### src/rtl/fbcpu_pkg.sv
// Shared opcode numbering, FSM state encoding and decode helpers for the FB-CPU v2 core.
// Opcodes are carried as 32-bit zero-extended values so the opcode field width stays a free parameter.
package fbcpu_pkg;

  localparam logic [31:0] OP_LOAD    = 32'd0;
  localparam logic [31:0] OP_STORE   = 32'd1;
  localparam logic [31:0] OP_ADD     = 32'd2;
  localparam logic [31:0] OP_SUB     = 32'd3;
  localparam logic [31:0] OP_MUL     = 32'd4;
  localparam logic [31:0] OP_AND     = 32'd5;
  localparam logic [31:0] OP_JMP     = 32'd6;
  localparam logic [31:0] OP_JZ      = 32'd7;
  localparam logic [31:0] OP_NOP     = 32'd8;
  localparam logic [31:0] OP_HALT    = 32'd9;
  localparam logic [31:0] OP_JNZ     = 32'd10;
  localparam logic [31:0] OP_JC      = 32'd11;
  localparam logic [31:0] OP_LDI     = 32'd12;
  localparam logic [31:0] OP_SHL     = 32'd13;
  localparam logic [31:0] OP_SHR     = 32'd14;
  localparam logic [31:0] OP_ILLEGAL = 32'd15;

  typedef enum logic [2:0] {
    FETCH  = 3'd0,
    DECODE = 3'd1,
    EXEC   = 3'd2,
    MEM    = 3'd3,
    HALT   = 3'd4
  } state_t;

  function automatic logic is_mem_op(input logic [31:0] opc);
    return opc <= OP_AND;
  endfunction

endpackage

### src/rtl/fbcpu_alu.sv
// Combinational ALU: computes the next ACC/Carry for the instruction being committed.
// Ops that do not touch ACC or Carry pass the current values through unchanged.
module fbcpu_alu
  import fbcpu_pkg::*;
#(
  parameter int ADDRESS_WIDTH = 6,
  parameter int DATA_WIDTH    = 10
) (
  input  logic [31:0]              opcode,
  input  logic [DATA_WIDTH-1:0]    acc,
  input  logic [DATA_WIDTH-1:0]    mdr,
  input  logic [ADDRESS_WIDTH-1:0] op,
  input  logic                     carry,
  output logic [DATA_WIDTH-1:0]    result,
  output logic                     carry_out
);

  always_comb begin
    result    = acc;
    carry_out = carry;
    case (opcode)
      OP_LOAD: result = mdr;
      OP_ADD:  {carry_out, result} = {1'b0, acc} + {1'b0, mdr};
      OP_SUB: begin
        result    = acc - mdr;
        carry_out = acc < mdr;
      end
      OP_MUL:  result = acc * mdr;
      OP_AND:  result = acc & mdr;
      OP_LDI:  result = DATA_WIDTH'(op);
      OP_SHL: begin
        carry_out = acc[DATA_WIDTH-1];
        result    = {acc[DATA_WIDTH-2:0], 1'b0};
      end
      OP_SHR: begin
        carry_out = acc[0];
        result    = {1'b0, acc[DATA_WIDTH-1:1]};
      end
      default: ;
    endcase
  end

endmodule

### src/rtl/fbcpu_v2_core.sv
// Multi-cycle accumulator CPU: FETCH/DECODE/EXEC[/MEM] against a single-port synchronous RAM.
// MemReady low stalls DECODE and MEM with the bus held; reset forces every bus strobe low at once.
module fbcpu_v2_core
  import fbcpu_pkg::*;
#(
  parameter int ADDRESS_WIDTH = 6,
  parameter int DATA_WIDTH    = 10,
  parameter int OPCODE_WIDTH  = 4
) (
  input  logic                     clk,
  input  logic                     rst,
  input  logic [DATA_WIDTH-1:0]    MDROut,
  input  logic                     MemReady,
  input  logic                     Resume,
  output logic [ADDRESS_WIDTH-1:0] MAR,
  output logic [DATA_WIDTH-1:0]    MDRIn,
  output logic                     RAMWr,
  output logic [ADDRESS_WIDTH-1:0] PC,
  output logic [DATA_WIDTH-1:0]    ACC,
  output logic                     Carry,
  output logic                     Zero,
  output logic                     Halted,
  output logic                     IllegalOp
);

  if (DATA_WIDTH < OPCODE_WIDTH + ADDRESS_WIDTH) begin : g_bad_data_width
    $error("fbcpu_v2_core: DATA_WIDTH must hold opcode and operand fields");
  end
  if (OPCODE_WIDTH < 4) begin : g_bad_opcode_width
    $error("fbcpu_v2_core: OPCODE_WIDTH must be at least 4");
  end

  state_t                   state, state_nxt;
  logic [DATA_WIDTH-1:0]    ir;
  logic [31:0]              opc;
  logic [ADDRESS_WIDTH-1:0] op;
  logic                     mem_op, is_store, take_branch, alu_c;
  logic [DATA_WIDTH-1:0]    alu_res;

  assign opc      = 32'(ir[DATA_WIDTH-1 -: OPCODE_WIDTH]);
  assign op       = ir[ADDRESS_WIDTH-1:0];
  assign mem_op   = is_mem_op(opc);
  assign is_store = (opc == OP_STORE);
  assign Zero     = (ACC == '0);

  fbcpu_alu #(
    .ADDRESS_WIDTH(ADDRESS_WIDTH),
    .DATA_WIDTH   (DATA_WIDTH)
  ) u_alu (
    .opcode   (opc),
    .acc      (ACC),
    .mdr      (MDROut),
    .op       (op),
    .carry    (Carry),
    .result   (alu_res),
    .carry_out(alu_c)
  );

  always_comb begin
    take_branch = 1'b0;
    case (opc)
      OP_JMP:  take_branch = 1'b1;
      OP_JZ:   take_branch = (ACC == '0);
      OP_JNZ:  take_branch = (ACC != '0);
      OP_JC:   take_branch = Carry;
      default: take_branch = 1'b0;
    endcase
  end

  always_ff @(posedge clk or posedge rst) begin
    if (rst) state <= FETCH;
    else     state <= state_nxt;
  end

  always_comb begin
    state_nxt = state;
    case (state)
      FETCH:   state_nxt = DECODE;
      DECODE:  if (MemReady) state_nxt = EXEC;
      EXEC:    state_nxt = mem_op ? MEM : ((opc == OP_HALT) ? HALT : FETCH);
      MEM:     if (MemReady) state_nxt = FETCH;
      HALT:    if (Resume) state_nxt = FETCH;
      default: state_nxt = FETCH;
    endcase
  end

  always_ff @(posedge clk or posedge rst) begin
    if (rst) begin
      PC    <= '0;
      ir    <= '0;
      ACC   <= '0;
      Carry <= 1'b0;
    end else begin
      case (state)
        DECODE: if (MemReady) begin
          ir <= MDROut;
          PC <= PC + ADDRESS_WIDTH'(1);
        end
        EXEC: if (!mem_op) begin
          ACC   <= alu_res;
          Carry <= alu_c;
          if (take_branch) PC <= op;
        end
        MEM: if (MemReady && !is_store) begin
          ACC   <= alu_res;
          Carry <= alu_c;
        end
        default: ;
      endcase
    end
  end

  // Gating on rst drops the write strobe the instant reset rises, even mid-STORE.
  always_comb begin
    MAR   = '0;
    MDRIn = '0;
    RAMWr = 1'b0;
    if (!rst) begin
      case (state)
        FETCH, DECODE: MAR = PC;
        EXEC: if (mem_op) MAR = op;
        MEM: begin
          MAR = op;
          if (is_store) begin
            MDRIn = ACC;
            RAMWr = 1'b1;
          end
        end
        default: ;
      endcase
    end
  end

  assign Halted    = !rst && (state == HALT);
  assign IllegalOp = !rst && (state == EXEC) && (opc >= OP_ILLEGAL);

endmodule

### config.mk
export PLATFORM = sky130hd
export DESIGN_NAME = fbcpu_v2_core
export DESIGN_NICKNAME = d
export VERILOG_FILES = /design/src/rtl/fbcpu_pkg.sv /design/src/rtl/fbcpu_alu.sv /design/src/rtl/fbcpu_v2_core.sv
export SDC_FILE = /design/constraint.sdc
export NUM_CORES = 1
export LEC_CHECK = 0
export CAP_MARGIN = 20
export CORE_ASPECT_RATIO = 1.1
export CORE_MARGIN = 5
export CORE_UTILIZATION = 50
export CTS_CLUSTER_DIAMETER = 40
export DETAILED_ROUTE_END_ITERATION = 6
export GPL_ROUTABILITY_DRIVEN = 0
export PLACE_DENSITY_LB_ADDON = 0.25
export SLEW_MARGIN = 20
export SYNTH_ARGS = -nofsm -noshare
export SYNTH_HDL_FRONTEND = slang
export SYNTH_SLANG_ARGS = --single-unit
export TNS_END_PERCENT = 1
### constraint.sdc
create_clock -name clk -period 5.8 [get_ports clk]
set_clock_uncertainty 0.2 [all_clocks]
set_input_delay 0.87 -clock clk [delete_from_list [all_inputs] [get_ports clk]]
set_output_delay 0.87 -clock clk [all_outputs]
set_load 0.01 [all_outputs]
* Yosys cells after proc, flatten, opt, wreduce, memory -nomap -nowiden
Index checks and enable logic that the tools add are counted.
** Storage, ports and cells
- Bits of input ports :: 14
- Word-level logic and storage cells :: 81
- Output and inout bits :: 37
- Flip-flop bits (word level) :: 30
** Cells by class
- Order comparisons :: 3
- Reductions and logical operators :: 17
- $add $sub $neg :: 3
- Equality and inequality tests :: 23
- Multiplexer cells :: 28
- Bitwise operators :: 1
- $mul :: 1
** Operators by type and width (count)
- $pmux 10 s8 :: 1
- $mux 10 :: 5
- $logic_not 32->1 :: 1
- $mux 6 :: 5
- $eq 4x4->1 const B :: 6
- $pmux 10 s2 :: 1
- $pmux 6 s3 :: 1
- $eq 4x3->1 const B :: 4
- $mux 3 :: 5
- $pmux 3 s5 :: 1
- $ne 2x2->1 const B :: 6
- $pmux 6 s2 :: 1
- $add 10x10->11 :: 1
- $and 10x10->10 :: 1
- $logic_not 10->1 :: 1
- $lt 10x10->1 :: 1
- $mul 10x10->10 :: 1
- $reduce_bool 10->1 :: 1
- $sub 10x10->10 :: 1
- $eq 4x2->1 const B :: 2
- $pmux 1 s4 :: 2
- $add 6x1->6 const B :: 1
- $eq 3x2->1 const B :: 2
- $reduce_and 3->1 :: 2
- 14 further kinds :: 23

* Logic depth before layout (Yosys ltp)
Gate-level depths: netlist of the first run.
- Depth in word-level cells :: 5
- Depth in mapped cells :: 19

* Modules after synthesis
From an unflattened synthesis of the first run, not the netlist that was laid out.
** Second synthesis, totals
- Cell total of the unflattened synthesis :: 559
- Area total of the unflattened synthesis :: 4564.4 um2
** Modules (own cells, without submodules)
- fbcpu_alu :: cells an instance 393, times used 1, area an instance 2857.7 um2
- fbcpu_v2_core :: cells an instance 166, times used 1, area an instance 1706.6 um2

* Worst setup path after synthesis of the first run
Ideal clock, no wire load.
- Path type :: input-to-reg
- Start point :: in MDROut[3]
- End point :: reg ACC[9]
- Setup slack :: 654 ps
- Stages :: 16
- Library setup time :: 82 ps
- Data arrival time :: 4865 ps
- Cell sequence :: ha_1 > inv_1 > fa_1 > inv_1 > fa_1 > ha_1 > fa_1 > inv_1 > fa_1 > inv_1 > ha_1 > or4_1 > a31oi_1 > xnor2_1 > a21oi_1 > a31oi_1
** Between the ends
- Word-level cells in the longest chain between the ends :: 4
- Elaborated cells on any way between the ends :: 7
** RTL lines
- start: declaration :: RTL line fbcpu_v2_core.sv:12 : input logic [DATA_WIDTH-1:0] MDROut,
- $mul 10x10->10, or another cell as far along :: RTL line fbcpu_alu.sv:28 : OP_MUL: result = acc * mdr;
- $pmux 10 s8 (*) :: RTL line fbcpu_alu.sv:21 : case (opcode)
- $mux 10 (on tied branches) :: RTL line fbcpu_v2_core.sv:104, fbcpu_v2_core.sv:99
- $pmux 10 s2 (*) :: RTL line fbcpu_v2_core.sv:94 : case (state)
- end signal: assignment :: RTL line fbcpu_v2_core.sv:100 : ACC <= alu_res;
- end signal: assignment :: RTL line fbcpu_v2_core.sv:105 : ACC <= alu_res;
- end: declaration :: RTL line fbcpu_v2_core.sv:19 : output logic [DATA_WIDTH-1:0] ACC,
Mark *: on every way between the ends. The rest lies on a longest branch, timed or not. The select of a mux whose other input is x is not followed.
A chain may end at the register's enable or synchronous reset.

* Worst setup path after layout of the first run
Same ends and word-level chain as after synthesis.

==> impl_metrics.tcl, run 1 <==
set metrics [dict create \
    status "finished clean" \
    yosysWarnings 0 \
    arrival_ns 5.64 \
    root_buffer "clkbuf_8" \
    synthCells 580 \
    pre_cts_slack_ns -0.1674 \
    rrSetupSlack_ns 0.69 \
    grt_pass1_vias 4707 \
    nFillCells 850 \
    synthFlopType "dfrtp_1" \
    path_clk_slew_ns 0.08 \
    grt_pass1_wl_mm 22.98 \
    critical_path_class "input port to flip-flop" \
    die_h_um 109.3 \
    slew_headroom 0.3693 \
    first_pass_iters 5 \
    seqCellArea_um2 750.7 \
    rr_startpoint "ACC[5]$_DFFE_PP0P_" \
    clkSinkCount 30 \
    dpl.hpwl_mm 10.87 \
    rsz0062_at_grt "yes" \
    post_synth_num_cell_types 61 \
    multi_input_area_mm2 0.003377 \
    synth_area_leader_cell "dfrtp_1" \
    tns_ns 0 \
    clockBufferDepth 2 \
    rr_worst_depth 18 \
    drive_gt1_frac 0.08962 \
    drt-initial-drc-count 490 \
    cp-start-kind "input port" \
    synth_fp_nets 663 \
    timing.fmax_mhz 178.2 \
    critPathMaxFanout 4 \
    drc 0 \
    timing.final.ws_setup_ns 0.1886 \
    setup_viol 0 \
    drt-vias-per-instance 5.991 \
    hold_viol_final 0 \
    initial_core_util 0.5079 \
    wl_per_cell_um 18.62 \
    nets 718 \
    period_share 0.9675 \
    async_reset_ff_frac 1.000 \
    fin_crit_ns 5.611 \
    wirelength_mm 13.96 \
    required_ns 5.83 \
    whs_ns 0.3352 \
    diodes 0 \
    die_width_um 100.3 \
    ant_nets 0 \
    startpoint "MDROut[3]" \
    io_pins 51 \
    overflow 0 \
    end_kind "flip-flop" \
    cts_tree "done" \
    clk_latency_ns 0.30 \
    rows 36 \
    slew_viol_final 0 \
    die_area_mm2 0.01096 \
    seq_area_frac_synth 0.1674 \
    antenna_found_initial 0 \
    numCtsBuffers 5 \
    synthTopCellsByCount "inv_1, nand2_1, nor2_1" \
    yosys.area.top_type_share 0.1674 \
    synthTopCellsByArea "dfrtp_1, ha_1, fa_1" \
    area_growth_pct 18.25 \
    h-tree-depth 2 \
    maxCapViolCount 0 \
    min_path_type "flip-flop to flip-flop" \
    worstMarginPinSlew_ns 0.9388 \
    numPortBuffers 50 \
    postSynthAreaPerCell_um2 7.732 \
    synth_seq_cells 30 \
    critPathCapture "ACC[9]$_DFFE_PP0P_" \
    grt_max_degree 32 \
    core_mm2 0.008828 \
    synth-edff-count 0 \
    grt_usage 0.2639 \
    num_vias 4493 \
    r2r-end "ACC[9]$_DFFE_PP0P_" \
    synthesis.area_mm2 0.004484 \
]
[worst min path at each step]
| stage | start | to | depth (start not counted) |
|---|---|---|---|
| finish | state[2]$_DFFE_PP0P_ | state[0]$_DFFE_PP0P_ | 1 |
| global route | state[2]$_DFFE_PP0P_ | state[0]$_DFFE_PP0P_ | 1 |
| CTS | state[2]$_DFFE_PP0P_ | state[1]$_DFFE_PP0P_ | 1 |
| detailed placement | state[2]$_DFFE_PP0P_ | state[1]$_DFFE_PP0P_ | 1 |
| global placement | state[2]$_DFFE_PP0P_ | state[1]$_DFFE_PP0P_ | 1 |
| floorplan | state[2]$_DFFE_PP0P_ | state[1]$_DFFE_PP0P_ | 1 |
[worst max-delay path: stages]
cell and delay [ns]:
clkdlybuf4s50_1 0.54, buf_4 0.16, nand2_1 0.07, fa_1 0.56, inv_1 0.06, fa_1 0.49, inv_1 0.05, fa_1 0.48
inv_1 0.06, fa_1 0.53, inv_1 0.05, fa_1 0.43, xor2_1 0.16, xnor2_1 0.22, xnor2_1 0.16, xnor2_1 0.15
xnor2_1 0.15, xnor2_1 0.15, a21oi_1 0.10, a31oi_1 0.19
[what timing repair did]
item / CTS / global route
hold buffers: 0 / 0
resized for setup: 0 / 2
buffers inserted: 0 / 0
endpoints found under the setup margin: 0 / 2
[layout by cell type (no fill, tap or decap), types with 2 or more instances in the layout]
cell type        synthesis  final
inv_1                   56     56
o21ai_1                 11     12
clkdlybuf4s50_1          0     49
inv_2                    3      3
mux2i_1                  9      9
mux2_2                   8      8
a221oi_1                 5      5
xnor2_1                 18     18
o21bai_1                 5      5
a21o_1                   5      5
nor4_1                   5      5
a22oi_1                  3      3
nor3b_1                  3      3
fa_1                    24     24
nor2_1                  48     48
or3_1                    2      2
dfrtp_1                 30     30
a21oi_1                 38     38
a211oi_1                 3      3
and2_1                  22     22
o41ai_1                  2      2
or2_2                    2      2
a31oi_1                 14     14
nor3_1                   7      7
a221o_1                  2      2
nor2b_1                 16     16
a22o_1                   2      2
clkbuf_8                 0      5
buf_4                    2     29
xor2_1                  11     11
a222oi_1                 2      2
nand2b_1                12     12
nand3_1                 16     16
o22ai_1                  8      8
ha_1                    45     45
a21oi_2                  2      2
nand2_1                 56     56
o21ai_0                 32     31
[metrics by stage]
| step | instances | instance area [um2] | utilization |
|---|---|---|---|
| final | 750 | 5303 | 0.6006 |
| after CTS | 750 | 5291 | 0.5993 |
| after floorplan | 580 | 4484 | - |
| after global placement | 742 | 5201 | 0.5891 |
| after global routing | 750 | 5303 | 0.6006 |
| after detailed placement | 742 | 5201 | 0.5891 |
[routing by layer]
layer  vias up  wire length (um)  part of all wire  GRT usage
li1       2105                 -                 -          -
met5         -                 0                 0          0
met2       211              6731              0.48     0.4593
met4         0               544             0.039     0.1145
met3        59               954             0.068    0.05203
met1      2118              5733              0.41     0.3160
[cell families (layout without fill, tap and decap cells)]
group / Yosys count / after routing / share of synthesized area
multiplexers: 17 / 17 / 0.04018
XOR/XNOR: 29 / 29 / 0.05664
adder cells (fa/ha/maj): 69 / 69 / 0.2327
buffers and inverters: 90 / 146 / 0.08147
AO/OA/AOI/OAI: 145 / 145 / 0.2009
flip-flops: 30 / 30 / 0.1674
AND/OR/NAND/NOR: 200 / 200 / 0.2207
[flip-flops by register name, summed over array words and instances, names as in the netlist]
signal,cells
ACC,10
ir,10
PC,6
state,3
Carry,1
[layout make-up]
type,count,share of cell area
Clock buffer,5,0.01298
Clock inverter,3,0.004011
Inverter,59,0.04176
Multi-Input combinational cell,460,0.6369
Sequential cell,30,0.1416
Tap cell,114,0.02690
Timing Repair Buffer,79,0.1359
Power of run 1 is left out: the tool's default activity adds up to more than one toggle a clock period on the data nets, which glitch-free logic cannot reach.
==> run 2, diff against run 1 <==
--- a/config.mk
+++ b/config.mk
@@ -9,7 +9,6 @@
 export CORE_ASPECT_RATIO = 1.1
 export CORE_MARGIN = 5
 export CORE_UTILIZATION = 50
-export CTS_CLUSTER_DIAMETER = 40
 export DETAILED_ROUTE_END_ITERATION = 6
 export GPL_ROUTABILITY_DRIVEN = 0
 export PLACE_DENSITY_LB_ADDON = 0.25
==> results of run 2 <==
The final DEF is identical to that of run 1; final timing and power are the same.
Power of run 2 is left out for the same reason.
==> run 3, diff against run 2 <==
--- a/config.mk
+++ b/config.mk
@@ -5,6 +5,7 @@
 export SDC_FILE = /design/constraint.sdc
 export NUM_CORES = 1
 export LEC_CHECK = 0
+export ABC_AREA = 1
 export CAP_MARGIN = 20
 export CORE_ASPECT_RATIO = 1.1
 export CORE_MARGIN = 5
@@ -15,5 +16,6 @@
 export SLEW_MARGIN = 20
 export SYNTH_ARGS = -nofsm -noshare
 export SYNTH_HDL_FRONTEND = slang
+export SYNTH_HIERARCHICAL = 1
 export SYNTH_SLANG_ARGS = --single-unit
 export TNS_END_PERCENT = 1
==> impl_metrics.tcl, run 3 <==
set metrics [dict create \
    cts_hold_buf 0 \
    arrival_ns 5.45 \
    p_sw_uw 486.8 \
    synthTopCellsByArea "nand2_1, dfrtp_1, ha_1" \
    globalRoute.busiestLayer "met2" \
    place_area_mm2 0.005957 \
    die_h_um 116.6 \
    grt_usage 0.2589 \
    synth_area_leader_cell "nand2_1" \
    power_frac_seq 0.320 \
    cts_setup_buffers 0 \
    cts_tree "done" \
    worstMarginPinSlew_ns 0.6693 \
    synthesis.area_mm2 0.005164 \
    startpoint "MDROut[2]" \
    synthTopCellsByCount "nand2_1, inv_1, nor2_1" \
    grt_pass1_wl_mm 25.75 \
    num_vias 5563 \
    post_synth_num_cell_types 48 \
    drive_gt1_frac 0.08296 \
    p_total_uw 1132 \
    dpl.hpwl_mm 12.77 \
    diodes 0 \
    synth.most_common_cell "nand2_1" \
    numPortBuffers 50 \
    nets 987 \
    cp_slowest_cell "clkdlybuf4s50_1" \
    pwr-share-comb 0.452 \
    rows 39 \
    leakage_uw 0.003308 \
    slowest_delay_ns 0.62 \
    mostFrequentLayoutCell "nand2_1" \
    io_pins 51 \
    numCtsBuffers 5 \
    slew_headroom 0.5524 \
    ant_nets 0 \
    wl_per_cell_um 15.51 \
    area_growth_pct 18.22 \
    slew_viol_final 0 \
    p_int_uw 644.7 \
    clockBufferDepth 2 \
    antenna_found_initial 0 \
    power_density_mw_per_mm2 185.4 \
    setup_viol 0 \
    path_depth 25 \
    r2r-end "ACC[9]$_DFFE_PP0P_" \
    required_ns 5.75 \
    crit_top_cell "nand2_1" \
    rr_worst_depth 21 \
    cp-start-kind "input port" \
    swShare 0.4302 \
    hold_viol_final 0 \
    fin_crit_ns 5.495 \
    synth-edff-count 0 \
    root_buffer "clkbuf_16" \
    rrSetupSlack_ns 0.85 \
    max-vdd-ir-drop_mv 0.2966 \
    initial_core_util 0.5039 \
    whs_ns 0.3794 \
    path_clk_slew_ns 0.05 \
    yosys.area.top_type_share 0.1592 \
    use_met2 0.4332 \
    drc 0 \
    grt_use_met3 0.02930 \
    overflow 0 \
    maxCapViolCount 0 \
    seq_area_frac_synth 0.1454 \
    period_share 0.9474 \
    status "finished clean" \
    core_mm2 0.01025 \
    path_buf_inv 5 \
    drt-initial-drc-count 535 \
    rsz0062_at_grt "no" \
    die_width_um 106.9 \
    critPathMaxFanout 8 \
    top_regs "ACC x10, ir x10, PC x6" \
    path_delay_family "adder cells" \
    die_area_mm2 0.01246 \
    grt_max_degree 31 \
    use_met1 0.3431 \
    first_pass_iters 5 \
    yosysWarnings 6 \
    ctsResizeCount 0 \
    pwr-share-clk 0.228 \
    final_cell_mix "nand2_1, inv_1, nor2_1, nand3_1, clkdlybuf4s50_1" \
    postSynthAreaPerCell_um2 6.313 \
    drt-vias-per-instance 5.417 \
    min_path_type "flip-flop to flip-flop" \
    grt_pass1_vias 5204 \
    wirelength_mm 15.93 \
    timing.fmax_mhz 182.0 \
    tns_ns 0 \
    rr_startpoint "ACC[3]$_DFFE_PP0P_" \
    critPathCapture "ACC[9]$_DFFE_PP0P_" \
    fin_area_mm2 0.006105 \
    h-tree-depth 2 \
    synthCells 818 \
    clk_latency_ns 0.27 \
    synthFlopType "dfrtp_1" \
    clkSinkCount 30 \
    end_kind "flip-flop" \
    critical_path_class "input port to flip-flop" \
    async_reset_ff_frac 1.000 \
    synth_seq_cells 30 \
]
## run 3: cell count changes after synthesis, sizes merged, moves of 9 or more
cell,previous run,this run
and2,22,0
nor2,49,84
inv,59,144
mux2i,9,0
nand2,56,234
a21oi,40,30
xnor2,18,5
nor2b,16,0
nand3,16,72
nand2b,13,0
o21ai,43,30
nand4,1,14
a31oi,15,4
## run 3: power by group through the flow
stage                     clock (uW)  combinational [uW]  sequential [uW]
after global placement             0                 505              361
final                            258                 511              362
after floorplan                    0                 371              342
after global routing             269                 571              374
after detailed placement           0                 506              361
after CTS                        262                 509              359
## run 3: layout make-up
class	instances	area, um2
repair buffers	73	673.1
flip-flops and latches	30	750.7
fillers	1011	4143
clock buffers	7	142.6
well taps	123	153.9
multi-input cells	647	3826
clock inverters	1	5.005
inverters	146	553.0
## run 3: cells by family (layout without fill, tap and decap cells)
logic type,Yosys count,count (layout),share of synthesized area
AOI/OAI and AO/OA,100,100,0.1163
DFF,30,30,0.1454
adders and majority gates,70,70,0.2031
other,1,28,0.0007262
muxes,5,5,0.01090
xor gates and xnor gates,12,12,0.02035
buffers and inverters,168,227,0.1333
and+or+nand+nor,432,432,0.3700
## run 3: worst min-delay path by stage
stage | slack, ns | endpoint | startpoint | depth (start not counted)
floorplan | 0.32 | ir[3]$_DFFE_PP0P_ | ir[3]$_DFFE_PP0P_ | 2
global placement | 0.36 | Carry$_DFFE_PP0P_ | Carry$_DFFE_PP0P_ | 2
detailed placement | 0.37 | ir[0]$_DFFE_PP0P_ | ir[0]$_DFFE_PP0P_ | 1
CTS | 0.38 | ir[0]$_DFFE_PP0P_ | ir[0]$_DFFE_PP0P_ | 1
global route | 0.41 | ir[5]$_DFFE_PP0P_ | ir[5]$_DFFE_PP0P_ | 1
finish | 0.38 | Carry$_DFFE_PP0P_ | Carry$_DFFE_PP0P_ | 2
## run 3: worst reg2reg max path, stage by stage (launching register included)
cell	delay, ns
dfrtp_1	0.53
ha_1	0.23
inv_1	0.08
fa_1	0.53
inv_1	0.05
fa_1	0.45
ha_1	0.32
fa_1	0.54
inv_1	0.05
fa_1	0.52
inv_1	0.04
ha_1	0.34
a21oi_1	0.17
o21ai_0	0.09
a31oi_1	0.19
nand3_1	0.10
nand3_1	0.09
nand3_1	0.07
nand2_1	0.06
inv_1	0.04
nand3_1	0.07
nand2_1	0.07
## run 3: through the flow
step           utilization  cells  setup WS [ns]
3_3_place_gp        0.5813   1019         0.1371
3_5_place_dp        0.5813   1019        0.05753
5_1_grt             0.5957   1027        0.01514
2_1_floorplan            -    845         0.7800
6_report            0.5957   1027         0.3053
4_1_cts             0.5957   1027         0.3462
## run 3: per-layer routing
metal / vias up / share of wire
li1: 2758 / -
met1: 2511 / 0.44
met2: 251 / 0.45
met3: 43 / 0.068
met4: 0 / 0.040
met5: - / 0
Power figures use the tool's default switching activity.
